<file path="config.mk">
export PLATFORM = sky130hd
export DESIGN_NAME = sseg_scan_controller
export DESIGN_NICKNAME = d
export VERILOG_FILES = /design/src/rtl/sseg_scan_controller.sv
export SDC_FILE = /design/constraint.sdc
export NUM_CORES = 1
export LEC_CHECK = 0
export CAP_MARGIN = 20
export CORE_UTILIZATION = 30
export DETAILED_ROUTE_END_ITERATION = 12
export GPL_ROUTABILITY_DRIVEN = 0
export PLACE_DENSITY_LB_ADDON = 0.3
export SYNTH_ARGS = -nofsm -noshare
export SYNTH_HDL_FRONTEND = slang
export SYNTH_SLANG_ARGS = --single-unit
</file>
<file path="constraint.sdc">
create_clock -name Clk -period 2.13 [get_ports Clk]
set_input_delay 0.426 -clock Clk [delete_from_list [all_inputs] [get_ports Clk]]
set_output_delay 0.426 -clock Clk [all_outputs]
set_load 0.01 [all_outputs]
</file>
<file path="src/rtl/sseg_scan_controller.sv">
// Time-multiplexed driver for a four-digit seven-segment display.
// Scans one digit per slot with a blanking guard, double-buffered value and leading-zero blanking.
module sseg_scan_controller #(
  parameter int REFRESH_DIV = 50000,
  parameter int BLANK_CYC   = 64
) (
  input  logic        Clk,
  input  logic        Rst,
  input  logic        Enable,
  input  logic        Load,
  input  logic [15:0] Value,
  input  logic [3:0]  DPMask,
  input  logic        BlankLeadZero,
  output logic [3:0]  Hex,
  output logic        DP,
  output logic [3:0]  AN,
  output logic        FrameTick,
  output logic        Busy
);

  localparam int               DIV_W     = (REFRESH_DIV > 1) ? $clog2(REFRESH_DIV) : 1;
  localparam logic [DIV_W-1:0] DIV_LAST  = DIV_W'(REFRESH_DIV - 1);
  localparam logic [DIV_W-1:0] BLANK_END = DIV_W'(BLANK_CYC);

  logic [DIV_W-1:0] r_div_cnt;
  logic [1:0]       r_digit;
  logic [15:0]      r_act_val;
  logic [3:0]       r_act_dp;
  logic [15:0]      r_pend_val;
  logic [3:0]       r_pend_dp;
  logic             r_busy;
  logic [3:0]       r_hex;
  logic             r_dp;
  logic [3:0]       r_an;
  logic             r_frame_tick;

  logic             w_slot_end;
  logic             w_frame_end;
  logic             w_direct_load;
  logic [3:0]       w_nibble;
  logic [3:0]       w_blank;
  logic [3:0]       w_an_next;

  assign w_slot_end    = Enable && (r_div_cnt == DIV_LAST);
  assign w_frame_end   = w_slot_end && (r_digit == 2'd3);
  // A load lands straight in the active registers whenever nothing is being scanned out
  // mid-frame: either the scan is stopped or this is the frame-boundary cycle.
  assign w_direct_load = !Enable || w_frame_end;
  assign w_nibble      = r_act_val[{r_digit, 2'b00} +: 4];

  // Scan position: slot counter and digit index.
  always_ff @(posedge Clk) begin
    // NOTE: registered state uses non-blocking assignments so every flop samples
    // pre-edge values regardless of statement order.
    if (Rst) begin
      r_div_cnt <= '0;
      r_digit   <= '0;
    end else if (!Enable) begin
      r_div_cnt <= '0;
      r_digit   <= '0;
    end else if (w_slot_end) begin
      r_div_cnt <= '0;
      r_digit   <= r_digit + 2'd1;
    end else begin
      r_div_cnt <= r_div_cnt + DIV_W'(1);
    end
  end

  // Pending/active double buffer; the active copy only changes on a frame boundary
  // while scanning, so a frame never mixes two values.
  always_ff @(posedge Clk) begin
    if (Rst) begin
      r_act_val  <= '0;
      r_act_dp   <= '0;
      r_pend_val <= '0;
      r_pend_dp  <= '0;
      r_busy     <= 1'b0;
    end else if (Load) begin
      r_pend_val <= Value;
      r_pend_dp  <= DPMask;
      if (w_direct_load) begin
        r_act_val <= Value;
        r_act_dp  <= DPMask;
        r_busy    <= 1'b0;
      end else begin
        r_busy    <= 1'b1;
      end
    end else if (r_busy && w_direct_load) begin
      r_act_val <= r_pend_val;
      r_act_dp  <= r_pend_dp;
      r_busy    <= 1'b0;
    end
  end

  // Digit i is blanked when it and every digit to its left hold zero; digit 0 never is.
  always_comb begin
    // NOTE: every combinational output gets a default first so no path infers a latch.
    w_blank    = 4'b0000;
    w_blank[3] = BlankLeadZero && (r_act_val[15:12] == 4'h0);
    w_blank[2] = w_blank[3] && (r_act_val[11:8] == 4'h0);
    w_blank[1] = w_blank[2] && (r_act_val[7:4] == 4'h0);
  end

  always_comb begin
    w_an_next = 4'b1111;
    if (Enable && (r_div_cnt >= BLANK_END) && !w_blank[r_digit]) begin
      w_an_next = ~(4'b0001 << r_digit);
    end
  end

  // Output register stage: one cycle behind the scan position.
  always_ff @(posedge Clk) begin
    if (Rst) begin
      r_hex        <= 4'h0;
      r_dp         <= 1'b0;
      r_an         <= 4'b1111;
      r_frame_tick <= 1'b0;
    end else begin
      r_hex        <= w_nibble;
      r_dp         <= r_act_dp[r_digit];
      r_an         <= w_an_next;
      r_frame_tick <= w_frame_end;
    end
  end

  assign Hex       = r_hex;
  assign DP        = r_dp;
  assign AN        = r_an;
  assign FrameTick = r_frame_tick;
  assign Busy      = r_busy;

endmodule

</file>
==> impl_metrics.prom, run 1 <==
# TYPE chip_impl_metric gauge
chip_impl_metric{name="wl_cell",unit="um"} 13.3
chip_impl_metric{name="post_synth_inst_count",unit=""} 259
chip_impl_info{name="r2r_start",value="r_div_cnt[12]"} 1
chip_impl_info{name="hold_class",value="flip-flop to flip-flop"} 1
chip_impl_metric{name="final_max_slew_viol_count",unit=""} 0
chip_impl_info{name="critPathLaunchType",value="flip-flop"} 1
chip_impl_metric{name="core_area",unit="um^2"} 8850
chip_impl_info{name="status",value="complete, but fails checks"} 1
chip_impl_metric{name="switching_power",unit="mW"} 0.624
chip_impl_metric{name="top_level_ports",unit=""} 36
chip_impl_metric{name="worst_max_slew_margin_expressed_relative_to_the_limit",unit="%"} 67.4
chip_impl_metric{name="holdPathStages",unit=""} 1
chip_impl_metric{name="chipHeight",unit="um"} 98.3
chip_impl_metric{name="cts-htree-levels",unit=""} 3
chip_impl_metric{name="synthAdderAreaFrac",unit="%"} 2.70
chip_impl_metric{name="setup_viol",unit=""} 0
chip_impl_metric{name="diodes",unit=""} 0
chip_impl_info{name="crit_type",value="flip-flop to flip-flop"} 1
chip_impl_metric{name="cts-buffers-inserted",unit=""} 9
chip_impl_metric{name="grt_util_all_layers",unit="%"} 12.7
chip_impl_metric{name="cellPowerDensity",unit="nW/um^2"} 743
chip_impl_metric{name="cts-hold-fix-buffers",unit=""} 0
chip_impl_info{name="tritoncts",value="built"} 1
chip_impl_metric{name="globalRoute.totalOverflow",unit=""} 0
chip_impl_metric{name="worst_r2r_path_depth",unit=""} 5
chip_impl_metric{name="finish.cell_count_without_fillers",unit=""} 420
chip_impl_metric{name="final_design_area_no_fill",unit="um^2"} 3530
chip_impl_metric{name="detail_route.first_pass.iterations",unit=""} 8
chip_impl_metric{name="cp_max_fo",unit=""} 20
chip_impl_metric{name="compound_gate_fraction_of_synth_area",unit="%"} 11.6
chip_impl_metric{name="drv.max_cap_violation_count",unit=""} 0
chip_impl_info{name="postSynth.topFlopCell",value="dfxtp_1"} 1
chip_impl_metric{name="p_leak",unit="nW"} 1.41
chip_impl_metric{name="clkSinkCount",unit=""} 69
chip_impl_metric{name="synth.yosys.seq_area_share",unit="%"} 49.6
chip_impl_metric{name="start_util",unit="%"} 31.4
chip_impl_metric{name="antenna_violations_before_repair",unit=""} 0
chip_impl_metric{name="largest_net_degree_at_the_start_of_global_routing",unit=""} 26
chip_impl_info{name="worstPathCellList",value="or4_1 -> or2_1 -> o41ai_4 -> buf_12 -> a22o_1"} 1
chip_impl_info{name="synth_top_family_by_area",value="simple AND/OR/NAND/NOR gates"} 1
chip_impl_metric{name="switching_share",unit="%"} 23.8
chip_impl_metric{name="syn_area_per_cell",unit="um^2"} 10.7
chip_impl_metric{name="postSynth.asyncResetShare",unit="%"} 0
chip_impl_info{name="synth_largest_area_cell",value="dfxtp_1"} 1
chip_impl_metric{name="cp_data_required_time",unit="ns"} 2.42
chip_impl_metric{name="floorplan.die_area",unit="um^2"} 9660
chip_impl_metric{name="number_of_placement_rows",unit=""} 34
chip_impl_info{name="setup_crit_end_kind",value="flip-flop"} 1
chip_impl_metric{name="clock_power_share",unit="%"} 40.5
chip_impl_metric{name="cts.repair.resized",unit=""} 0
chip_impl_metric{name="max-clock-path-buffers",unit=""} 2
chip_impl_metric{name="power",unit="mW"} 2.62
chip_impl_metric{name="cp.arrival",unit="ns"} 2.23
chip_impl_metric{name="final_layout_size_suffix_gt1_share",unit="%"} 14.1
chip_impl_metric{name="crit_path_max_incr_delay",unit="ns"} 0.56
chip_impl_metric{name="drt_iter0_drc",unit=""} 102
chip_impl_metric{name="drt.antenna.violating_nets",unit=""} 0
chip_impl_info{name="crit_end",value="r_act_val[4]"} 1
chip_impl_metric{name="regToRegSetupSlack",unit="ns"} 0.18
chip_impl_metric{name="post_synth_xor_area_fraction",unit="%"} 3.78
chip_impl_metric{name="portBuffers",unit=""} 35
chip_impl_info{name="grt_setup_unrepaired",value="false"} 1
chip_impl_info{name="ctsRootBufferMaster",value="clkbuf_8"} 1
chip_impl_metric{name="period_needed",unit="ns"} 1.95
chip_impl_metric{name="route.detailed.vias_per_inst",unit=""} 4.69
chip_impl_metric{name="number_of_nets_produced_by_synthesis",unit=""} 290
chip_impl_metric{name="max_slew.worst_pin.slew",unit="ns"} 0.489
chip_impl_metric{name="post_synth_instance_area",unit="um^2"} 2780
chip_impl_metric{name="place_area",unit="um^2"} 3330
chip_impl_metric{name="irDropWorstVdd",unit="uV"} 235
chip_impl_metric{name="post-place-cells",unit=""} 404
chip_impl_metric{name="route.final.wire_length",unit="um"} 5580
chip_impl_metric{name="synth_cell_types",unit=""} 41
chip_impl_metric{name="via_count",unit=""} 1971
chip_impl_metric{name="post-route-period-util",unit="%"} 91.4
chip_impl_metric{name="synth-seq-cells",unit=""} 69
chip_impl_metric{name="path_clk_slew",unit="ns"} 0.08
chip_impl_metric{name="maxClockFrequency",unit="MHz"} 514
chip_impl_metric{name="post-cts-setup-buffer-count",unit=""} 0
chip_impl_metric{name="grt_pass1_vias",unit=""} 1912
chip_impl_metric{name="n_fill_cell",unit=""} 872
chip_impl_metric{name="synth_enable_flop_cells",unit=""} 0
chip_impl_metric{name="grt_first_pass_wirelength",unit="um"} 9470
chip_impl_metric{name="share_seq_of_total_power",unit="%"} 51.8
chip_impl_metric{name="place.detailed.hpwl",unit="um"} 3950
chip_impl_metric{name="finalHoldViolCount",unit=""} 0
chip_impl_metric{name="power_frac_comb",unit="%"} 7.7
chip_impl_metric{name="yosys.area.top_type_share",unit="%"} 49.6
chip_impl_metric{name="intPower",unit="mW"} 2.00
chip_impl_metric{name="synthesis.yosys.warnings",unit=""} 0
chip_impl_info{name="crit_start",value="r_div_cnt[12]"} 1
chip_impl_info{name="synthTopCellsByArea",value="dfxtp_1 (50%), mux2i_1 (7.2%), a22o_1 (6.3%)"} 1
chip_impl_metric{name="finish.net_count",unit=""} 338
chip_impl_metric{name="floorplan.die.width",unit="um"} 98.3
chip_impl_metric{name="clk_latency",unit="ns"} 0.36
chip_impl_metric{name="timing.clock.skew",unit="ns"} 0.0145
chip_impl_metric{name="muxShareOfSynthArea",unit="%"} 11.2
chip_impl_metric{name="syn_to_final_growth",unit="%"} 26.7
chip_impl_metric{name="drc",unit=""} 6
chip_impl_metric{name="synth_simple_gate_area_share",unit="%"} 16.4
chip_impl_info{name="slowest_stage",value="or4_1"} 1
chip_impl_info{name="worstReg2RegEnd",value="r_act_val[4]"} 1
chip_impl_info{name="violated_checks",value="design-rule violations"} 1
==> cell usage in the layout (no fill, tap or decap), types with 4 or more instances in the layout <==
cell type and instances:
a21oi_1 4, a22o_1 20, buf_4 14, clkbuf_8 9, clkdlybuf4s50_1 35, dfxtp_1 69, ha_1 6, inv_1 6
mux2i_1 20, mux4_2 5, nand2_1 8, nand3_1 6, nand4_1 9, nor2_1 38, nor2b_1 6, o31ai_1 4
or4_1 4, xnor2_1 5, xor2_1 7
==> metal layers <==
layer / GRT usage [%] / vias to the layer above / share of wire (%)
li1: - / 1024 / -
met1: 17.2 / 902 / 52
met2: 18.0 / 41 / 42
met3: 3.87 / 4 / 5.0
met4: 6.54 / 0 / 0.86
met5: 0 / - / 0
==> state kept, by name (all words and copies together), names as in the netlist <==
name / flops
r_pend_val: 16
r_act_val: 16
FrameTick: 1
r_act_dp: 4
Hex: 4
r_pend_dp: 4
r_digit: 2
DP: 1
Busy: 1
r_div_cnt: 16
AN: 4
==> cells by family (layout without fill, tap and decap cells) <==
| group | Yosys count | after routing |
|---|---|---|
| simple gates | 89 | 89 |
| xor+xnor | 12 | 12 |
| fa+ha+maj | 6 | 6 |
| buf+inv | 21 | 74 |
| flops | 69 | 69 |
| compound gates | 37 | 37 |
| mux | 25 | 25 |
==> layout make-up <==
class | count | area, um^2 | area share [%]
Sequential cell | 69 | 1380 | 39.2
Multi-Input combinational cell | 169 | 1270 | 36.1
Timing Repair Buffer | 52 | 515 | 14.6
Tap cell | 108 | 135 | 3.83
Clock buffer | 9 | 124 | 3.51
Clock inverter | 7 | 73.8 | 2.09
Inverter | 6 | 22.5 | 0.639
==> cells in the mapped netlist (all sizes together) (4+ instances only) <==
cell	instances
or4	4
inv	6
nand4	9
and3	4
xnor2	5
nor2	38
o31ai	5
a21oi	4
a22o	20
xor2	7
mux2i	20
nand2	8
nor2b	6
nand3	6
clkbuf	10
dfxtp	69
mux4	5
buf	4
ha	6
==> power by group through the flow <==
stage	combinational [mW]	sequential (mW)	clock [mW]
floorplan	0.119	1.38	0
global placement	0.203	1.39	0
detailed placement	0.206	1.39	0
CTS	0.206	1.36	1.09
global route	0.222	1.36	1.15
finish	0.202	1.36	1.06
==> worst max-delay path: cells and delay by family, from the launching register on <==
family / cells / cell delay, ns
AND/OR/NAND/NOR: 2 / 0.90
AO/OA/AOI/OAI: 2 / 0.43
flip-flops: 1 / 0.35
buffers and inverters: 1 / 0.20
==> how the worst min path moves through the flow <==
| stage | startpoint | end |
|---|---|---|
| floorplan | r_act_dp[2] | r_act_dp[2] |
| detailed placement | r_act_dp[1] | r_act_dp[1] |
| CTS | r_act_dp[2] | r_act_dp[2] |
| global route | r_act_val[1] | r_act_val[1] |
| finish | r_act_dp[2] | r_act_dp[2] |
| global placement | r_act_dp[1] | r_act_dp[1] |
==> per-stage QoR <==
stage          setup WS, ns  setup TNS [ns]  hold WS, ns  util (%)
6_report              0.184               0        0.481      39.8
5_1_grt               0.111               0        0.517      39.8
4_1_cts               0.171               0        0.484      39.8
3_5_place_dp        -0.0423          -0.124        0.463      37.6
3_3_place_gp        -0.0183         -0.0656        0.460      37.6
2_1_floorplan         0.342               0        0.443         -
Note: power is estimated with default switching activity, not from simulation.
==> run 2: changes to the inputs <==
--- a/config.mk
+++ b/config.mk
@@ -6,10 +6,11 @@
 export NUM_CORES = 1
 export LEC_CHECK = 0
 export CAP_MARGIN = 20
+export CORE_MARGIN = 1.5
 export CORE_UTILIZATION = 30
 export DETAILED_ROUTE_END_ITERATION = 12
 export GPL_ROUTABILITY_DRIVEN = 0
-export PLACE_DENSITY_LB_ADDON = 0.3
+export PLACE_DENSITY = 0.54
 export SYNTH_ARGS = -nofsm -noshare
 export SYNTH_HDL_FRONTEND = slang
 export SYNTH_SLANG_ARGS = --single-unit
==> impl_metrics.prom, run 2 (same netlist as run 1, synthesis figures left out) <==
# TYPE chip_impl_metric gauge
chip_impl_info{name="top_signal_layer_used",value="met4"} 1
chip_impl_metric{name="finalHoldViolCount",unit=""} 0
chip_impl_info{name="setup_crit_end_kind",value="flip-flop"} 1
chip_impl_metric{name="max_slew.worst_pin.slew",unit="ns"} 0.491
chip_impl_info{name="crit_end",value="r_act_val[7]"} 1
chip_impl_metric{name="grt_util_all_layers",unit="%"} 12.6
chip_impl_metric{name="core_area",unit="um^2"} 8850
chip_impl_info{name="worstPathCellList",value="or4_1 -> or2_1 -> o41ai_4 -> buf_12 -> a22o_1"} 1
chip_impl_metric{name="timing.clock.skew",unit="ns"} 0.00768
chip_impl_info{name="crit_type",value="flip-flop to flip-flop"} 1
chip_impl_metric{name="max-clock-path-buffers",unit=""} 2
chip_impl_metric{name="timing.hold.ws",unit="ns"} 0.489
chip_impl_info{name="hold_class",value="flip-flop to flip-flop"} 1
chip_impl_metric{name="path_depth",unit=""} 5
chip_impl_metric{name="cts-htree-levels",unit=""} 3
chip_impl_metric{name="wirelength_met1",unit="um"} 2950
chip_impl_metric{name="final_layout_size_suffix_gt1_share",unit="%"} 13.8
chip_impl_metric{name="cp_data_required_time",unit="ns"} 2.43
chip_impl_metric{name="route.met3.wl",unit="um"} 245
chip_impl_metric{name="critical_path.n_buffers_inverters",unit=""} 1
chip_impl_metric{name="route.detailed.vias_per_inst",unit=""} 4.78
chip_impl_info{name="commonest_cells_after_routing_fill_and_taps_aside",value="dfxtp_1 (69), nor2_1 (38), clkdlybuf4s50_1 (35)"} 1
chip_impl_metric{name="post-route-period-util",unit="%"} 90.1
chip_impl_metric{name="place_area",unit="um^2"} 3310
chip_impl_metric{name="globalRoute.totalOverflow",unit=""} 0
chip_impl_metric{name="regToRegSetupSlack",unit="ns"} 0.21
chip_impl_metric{name="cts.repair.resized",unit=""} 0
chip_impl_metric{name="final.setup.tns",unit="ns"} 0
chip_impl_metric{name="maxClockFrequency",unit="MHz"} 521
chip_impl_metric{name="antenna_violations_before_repair",unit=""} 0
chip_impl_info{name="slowest_stage",value="or4_1"} 1
chip_impl_metric{name="drc",unit=""} 0
chip_impl_metric{name="grt_pass1_vias",unit=""} 1933
chip_impl_info{name="critPathLaunchType",value="flip-flop"} 1
chip_impl_metric{name="cts-hold-fix-buffers",unit=""} 0
chip_impl_metric{name="post-cts-setup-buffer-count",unit=""} 0
chip_impl_metric{name="crit_path_max_incr_delay",unit="ns"} 0.56
chip_impl_metric{name="floorplan.die_area",unit="um^2"} 9860
chip_impl_metric{name="grt_first_pass_wirelength",unit="um"} 9560
chip_impl_metric{name="cts-buffers-inserted",unit=""} 9
chip_impl_info{name="crit_start",value="r_div_cnt[12]"} 1
chip_impl_metric{name="irDropWorstVdd",unit="uV"} 247
chip_impl_metric{name="share_seq_of_total_power",unit="%"} 48.8
chip_impl_metric{name="via_count",unit=""} 2003
chip_impl_metric{name="clkSinkCount",unit=""} 69
chip_impl_info{name="ctsRootBufferMaster",value="clkbuf_8"} 1
chip_impl_metric{name="portBuffers",unit=""} 35
chip_impl_info{name="tritoncts",value="built"} 1
chip_impl_metric{name="start_util",unit="%"} 31.4
chip_impl_metric{name="drv.max_cap_violation_count",unit=""} 0
chip_impl_metric{name="largest_net_degree_at_the_start_of_global_routing",unit=""} 26
chip_impl_info{name="layout.cells.most_common",value="dfxtp_1"} 1
chip_impl_metric{name="met2WireLength",unit="um"} 2480
chip_impl_metric{name="top_level_ports",unit=""} 36
chip_impl_metric{name="switching_power",unit="mW"} 0.634
chip_impl_metric{name="power_frac_comb",unit="%"} 7.2
chip_impl_metric{name="final_max_slew_viol_count",unit=""} 0
chip_impl_metric{name="setup_viol",unit=""} 0
chip_impl_metric{name="clk_latency",unit="ns"} 0.35
chip_impl_metric{name="drt_iter0_drc",unit=""} 57
chip_impl_metric{name="finish.net_count",unit=""} 337
chip_impl_metric{name="cellPowerDensity",unit="nW/um^2"} 786
chip_impl_metric{name="floorplan.die.width",unit="um"} 99.3
chip_impl_metric{name="n_fill_cell",unit=""} 846
chip_impl_metric{name="wl_cell",unit="um"} 13.9
chip_impl_info{name="timing.hold.worst.start",value="r_act_dp[2]"} 1
chip_impl_info{name="worstReg2RegEnd",value="r_act_val[7]"} 1
chip_impl_metric{name="number_of_placement_rows",unit=""} 34
chip_impl_info{name="cp_top_family",value="simple AND/OR/NAND/NOR gates"} 1
chip_impl_info{name="largestRegisters",value="r_act_val: 16 flops, r_div_cnt: 16 flops, r_pend_val: 16 flops"} 1
chip_impl_metric{name="diodes",unit=""} 0
chip_impl_metric{name="p_leak",unit="nW"} 1.41
chip_impl_metric{name="route.final.wire_length",unit="um"} 5820
chip_impl_metric{name="drt.antenna.violating_nets",unit=""} 0
chip_impl_metric{name="period_needed",unit="ns"} 1.92
chip_impl_metric{name="syn_to_final_growth",unit="%"} 27.2
chip_impl_metric{name="worst_max_slew_margin_expressed_relative_to_the_limit",unit="%"} 67.3
chip_impl_metric{name="clock_power_share",unit="%"} 44.1
chip_impl_metric{name="cp.arrival",unit="ns"} 2.22
chip_impl_metric{name="place.detailed.hpwl",unit="um"} 4060
chip_impl_metric{name="cp_max_fo",unit=""} 20
chip_impl_metric{name="worst_r2r_path_depth",unit=""} 5
chip_impl_metric{name="final_design_area_no_fill",unit="um^2"} 3540
chip_impl_info{name="r2r_start",value="r_div_cnt[12]"} 1
chip_impl_metric{name="intPower",unit="mW"} 2.15
chip_impl_metric{name="path_clk_slew",unit="ns"} 0.08
chip_impl_metric{name="chipHeight",unit="um"} 99.3
chip_impl_info{name="grt_setup_unrepaired",value="false"} 1
chip_impl_metric{name="switching_share",unit="%"} 22.8
chip_impl_metric{name="detail_route.first_pass.iterations",unit=""} 4
chip_impl_metric{name="holdPathStages",unit=""} 1
chip_impl_info{name="status",value="complete, no violations"} 1
## run 2: cell count changes in the layout (fill, tap and decap cells not counted)
| cell | delta |
|---|---|
| clkinv_2 | -2 |
| inv_6 | +1 |
| bufinv_16 | +1 |
| clkbuf_8 | +1 |
| buf_12 | -1 |
| clkinv_4 | -1 |
## run 2: power groups by stage
stage	clock network [mW]	registers (mW)	logic [mW]
after CTS	1.26	1.36	0.203
after global routing	1.32	1.36	0.219
after detailed placement	0	1.39	0.202
final	1.23	1.36	0.199
after floorplan	0	1.38	0.119
after global placement	0	1.39	0.199
## run 2: worst min path at each step
stage / to / slack [ns]
finish: r_act_dp[2] / 0.49
global route: r_act_val[3] / 0.51
CTS: r_act_dp[2] / 0.49
detailed placement: r_act_dp[2] / 0.46
global placement: r_act_dp[1] / 0.46
floorplan: r_act_dp[2] / 0.44
## run 2: final cells by class
class | instances | area [um^2] | share of cell area (%)
clock inverters | 6 | 93.8 | 2.65
clock buffers | 10 | 138 | 3.89
inverters | 6 | 22.5 | 0.636
flip-flops and latches | 69 | 1380 | 39.0
multi-input cells | 169 | 1270 | 36.0
well taps | 108 | 135 | 3.82
repair buffers | 51 | 495 | 14.0
## run 2: through the flow
| step | util (%) | setup WS [ns] | cells | power [mW] |
|---|---|---|---|---|
| 4_1_cts | 40.0 | 0.203 | 419 | 2.82 |
| 3_3_place_gp | 37.4 | -0.0467 | 403 | 1.59 |
| 2_1_floorplan | - | 0.342 | 259 | 1.50 |
| 6_report | 40.0 | 0.210 | 419 | 2.78 |
| 5_1_grt | 40.0 | 0.150 | 419 | 2.90 |
| 3_5_place_dp | 37.4 | -0.0525 | 403 | 1.59 |
## run 2: metal layers
layer | global-route usage [%] | vias to the layer above
li1 | - | 1024
met1 | 17.3 | 931
met2 | 17.8 | 38
met3 | 3.09 | 10
met4 | 7.48 | 0
met5 | 0 | -
